## src/rtl/test_result_monitor_sat_counter.sv

```systemverilog
// Saturating up-counter with enable and synchronous clear.
// Holds at all-ones instead of wrapping; clear wins over enable.
module sat_counter #(
  parameter int unsigned W = 8
) (
  input  logic         sysclk,
  input  logic         reset,
  input  logic         clr,
  input  logic         en,
  output logic [W-1:0] count
);

  logic [W-1:0] count_d;
  logic [W-1:0] count_q;

  // next-count selection
  always_comb begin
    count_d = count_q;
    if (clr) begin
      count_d = '0;
    end else if (en && (count_q != {W{1'b1}})) begin
      count_d = count_q + W'(1);
    end else begin
      count_d = count_q;
    end
  end

  // count register
  always_ff @(posedge sysclk or posedge reset) begin
    if (reset) begin
      count_q <= '0;
    end else begin
      count_q <= count_d;
    end
  end

  assign count = count_q;

endmodule

```

## config.mk

```make
export PLATFORM = sky130hd
export DESIGN_NAME = sat_counter
export DESIGN_NICKNAME = d
export VERILOG_FILES = /design/src/rtl/test_result_monitor_sat_counter.sv
export SDC_FILE = /design/constraint.sdc
export NUM_CORES = 1
export LEC_CHECK = 0
export BUFFER_PORTS_ARGS = -buffer_cell sky130_fd_sc_hd__clkbuf_2
export CAP_MARGIN = 20
export CORE_AREA = 3 3 40 42
export CTS_CLUSTER_SIZE = 28
export DETAILED_ROUTE_END_ITERATION = 12
export DIE_AREA = 0 0 43 45
export GPL_TIMING_DRIVEN = 0
export PLACE_DENSITY_LB_ADDON = 0.08
export SETUP_SLACK_MARGIN = 0.1
export SLEW_MARGIN = 15
export SYNTH_ARGS = -nofsm -noshare
export SYNTH_HDL_FRONTEND = slang
export SYNTH_SLANG_ARGS = --single-unit
export TNS_END_PERCENT = 5
```

## constraint.sdc

```tcl
create_clock -name sysclk -period 2.7 [get_ports sysclk]
set_input_delay 0.54 -clock sysclk [delete_from_list [all_inputs] [get_ports sysclk]]
set_output_delay 0.54 -clock sysclk [all_outputs]
set_load 0.1 [all_outputs]
```

Word-level counts from Yosys, hierarchy flattened --
Cells that the tools add are included.
Word-level totals: register bits after elaboration 8, word-level logic and storage cells 7
Operators by class: add/subtract/negate cells 1, equal/unequal tests 1, mux-type cells 2, reductions and logical operators 2
Operators by type and width (number):
- $mux 8 | 2
- $add 8x1->8 const B | 1
- $ne 8x8->1 const B | 1
- $reduce_bool 2->1 | 1
- $logic_and 1x1->1 | 1

Depth between registers and ports, before layout --
word-level depth 4, depth in mapped cells 4, gate-level depth less buffers 4

Least setup slack after synthesis --
No wires, ideal clock.
path kind register to register, start point reg count_q[0] (netlist: count[0]), end point reg count_q[5] (netlist: count[5]), arrival 1.966 ns, slack 0.609 ns, cell stages (with the launch flop) 5, cells stage by stage dfrtp_1 > ha_1 > and3_1 > a211oi_2 > mux2_4
On the way: longest elaborated chain between the ends 3
RTL lines:
- from (decl) | RTL line 14 | logic [W-1:0] count_q;
- from (signal assigned) | RTL line 33 | count_q <= count_d;
- $add 8x1->8 or $ne 8x8->1 (tied branches) | RTL line 22, 21
- $mux 8 or $logic_and 1x1->1 (tied branches) | RTL line 21 | end else if (en && (count_q != {W{1'b1}})) begin
- $mux 8 or $reduce_bool 2->1 (tied branches)
Parallel ways exist; a longest one is shown, timed or not. The select of a mux whose other input is x is not followed. A chain may end at the register's enable or synchronous reset.

Final worst setup path --
start point reg count_q[7] (netlist: count[7]), end point out count[7]
RTL lines:
- to (decl) | RTL line 10 | output logic [W-1:0] count
No word-level cell between the ends.

==> out/metrics.cfg <==
[global_routing]
overflow=0
antenna_found_initial=0
grt_max_degree=11
grt_pass1_wl_microns=1918
grt_pass1_vias=426
grtUsageTotal_pct=13.84

[routing]
post_drt_wl_per_cell_microns=13.40
drc=0
drt_pre_antenna_iters=4
drt-initial-drc-count=10
wirelength_microns=1032
detail-route-antenna-nets=0
via_per_inst=5.468
vias=421

[power]
p_per_area_nw_per_um2=445.1
vdd_drop_max_v=0.0002849
total_power_mw=0.2651
p_leak_nw=0.2995

[worst_setup_path]
r2r_cells=4
critPathSlowestCell=clkbuf_2
crit_arrival_ps=1210
timing.critical_path.cells=clkbuf_2
critPathTopFamily=buffers and inverters
path_buf_inv=1
crit_required_ps=2160
critical_path_class=reg2out
reg2reg_from=count[0]
critPathCaptureType=output pin
cp_max_fo=7
r2r-end=count[5]
r2r_setup_slack_ps=1050
cp_slowest_stage_delay_ps=500
worstSetupStartpointType=register

[synthesis]
synthArstFlopShare_pct=100.0
netlist_area_sq_um=504.2
yosysSeqAreaShare_pct=39.70
syn_inst=49
synth_nets=54
ys_warn_count=0
synth_edf_count=0
ys_types=25
synth-seq-cells=8
postSynthAreaPerCell_sq_um=10.29
yosys_most_used_dff=dfrtp_1

[cts]
htree_levels=1
post_cts_buffers=0
cts_hold_buffers=0
clk_pin_slew_ps=60
cts-resized-gates=0
root_buffer=clkbuf_4
clockBufferDepth=2
cts.sinks=8
cts_buffers=3
cts_tree=built
insertion_delay_ps=260

[timing]
worst_hold_slack_ps=201.3
clock_skew_ps=11.60
slew_viol_final=0
max_freq_mhz=570.6
period_share_pct=64.91
slew-limit-headroom_pct=64.14
fin_crit_ps=1753
grt_setup_unrepaired=no
finalSetupTns_ps=0
hold_viol=0
setup_violations=0
tightest_slew_ps=540.3

[placed_design]
numPortBuffers=10
gp_congestion=0.7645
place_area_sq_um=573.1
hpwl_microns=784.9

[flow_run]
cap_violations=0

[outcome]
status=complete, no violations

[hold_path]
hp-class=in2async

[floorplanning]
die_w_microns=43
row_count=13
io_pins=12
core-area_sq_um=1285
initial_utilization_pct=39.24
die_height_microns=45
dieArea_sq_um=1935

[finish]
seq_area_sq_um=200.2
diodes=0
area_growth_pct=18.11
largest_reg_flops=8
multi_input_area_sq_um=281.5
drive_gt1_share_pct=35.48
fin_nets=69
n_fill_cell=125
design_area_sq_um=595.6

==> routing by layer <==
| metal | GRT usage (%) | share of wire (%) | vias up |
|---|---|---|---|
| met5 | 0 | 0 | - |
| met2 | 21.26 | 45 | 13 |
| met4 | 10.84 | 1.9 | 0 |
| li1 | - | - | 201 |
| met3 | 2.789 | 6.6 | 4 |
| met1 | 17.00 | 47 | 203 |
==> cell type report <==
class	instances	share of cell area (%)
Tap cell	15	3.151
Inverter	2	1.261
Clock buffer	3	3.782
Sequential cell	8	33.61
Timing Repair Buffer	10	8.403
Multi-Input combinational cell	37	47.27
Buffer	2	2.521
==> Yosys cell counts, types with 2 or more instances <==
cell type  number  area [sq um]
mux2_4          4         60.06
nor2b_1         4         25.02
a21oi_1         2         10.01
nand4_1         2         12.51
nand2_1         4         15.01
dfrtp_1         8         200.2
inv_1           2         7.510
nand3_1         2         10.01
nor2_1          4         15.01
a21oi_2         2         17.52
==> report_power, final <==
group / total [mW] / switching, mW / internal, mW
logic: 0.0434 / 0.0335 / 0.00985
clock network: 0.0951 / 0.0440 / 0.0511
registers: 0.127 / 0.00378 / 0.123
total: 0.265 / 0.0813 / 0.184
==> layout by cell type (no fill, tap or decap), types with 2 or more instances in the layout <==
cell type,instances
nand2_1,4
nand4_1,2
dfrtp_1,8
clkbuf_2,10
a21oi_2,2
nand3_1,2
nor2b_1,4
mux2_4,4
nor2_1,4
clkbuf_4,3
inv_1,2
a21oi_1,2
==> how the worst max path moves through the flow <==
stage / from / to / slack (ps) / cells after the start
2_1_floorplan: count[0] / count[5] / 610 / 4
3_3_place_gp: count[0] / count[5] / 1080 / 4
3_5_place_dp: count[0] / count[5] / 1080 / 4
4_1_cts: count[7] / count[7] / 950 / 1
5_1_grt: count[3] / count[3] / 880 / 1
6_report: count[7] / count[7] / 950 / 1
==> logic make-up after synthesis <==
family,share of synthesized area [%]
buf+inv,4.466
simple gates,23.82
mux,13.90
compound gates,15.63
flops,39.70
fa+ha+maj,2.481
==> metrics by stage <==
| stage | cells | worst slack, ps | utilization, % |
|---|---|---|---|
| floorplan | 49 | 608.6 | - |
| global placement | 74 | 1082 | 44.60 |
| detailed placement | 74 | 1079 | 44.60 |
| CTS | 77 | 950.9 | 46.35 |
| global route | 77 | 876.2 | 46.35 |
| finish | 77 | 947.4 | 46.35 |
Power figures use the tool's default switching activity.
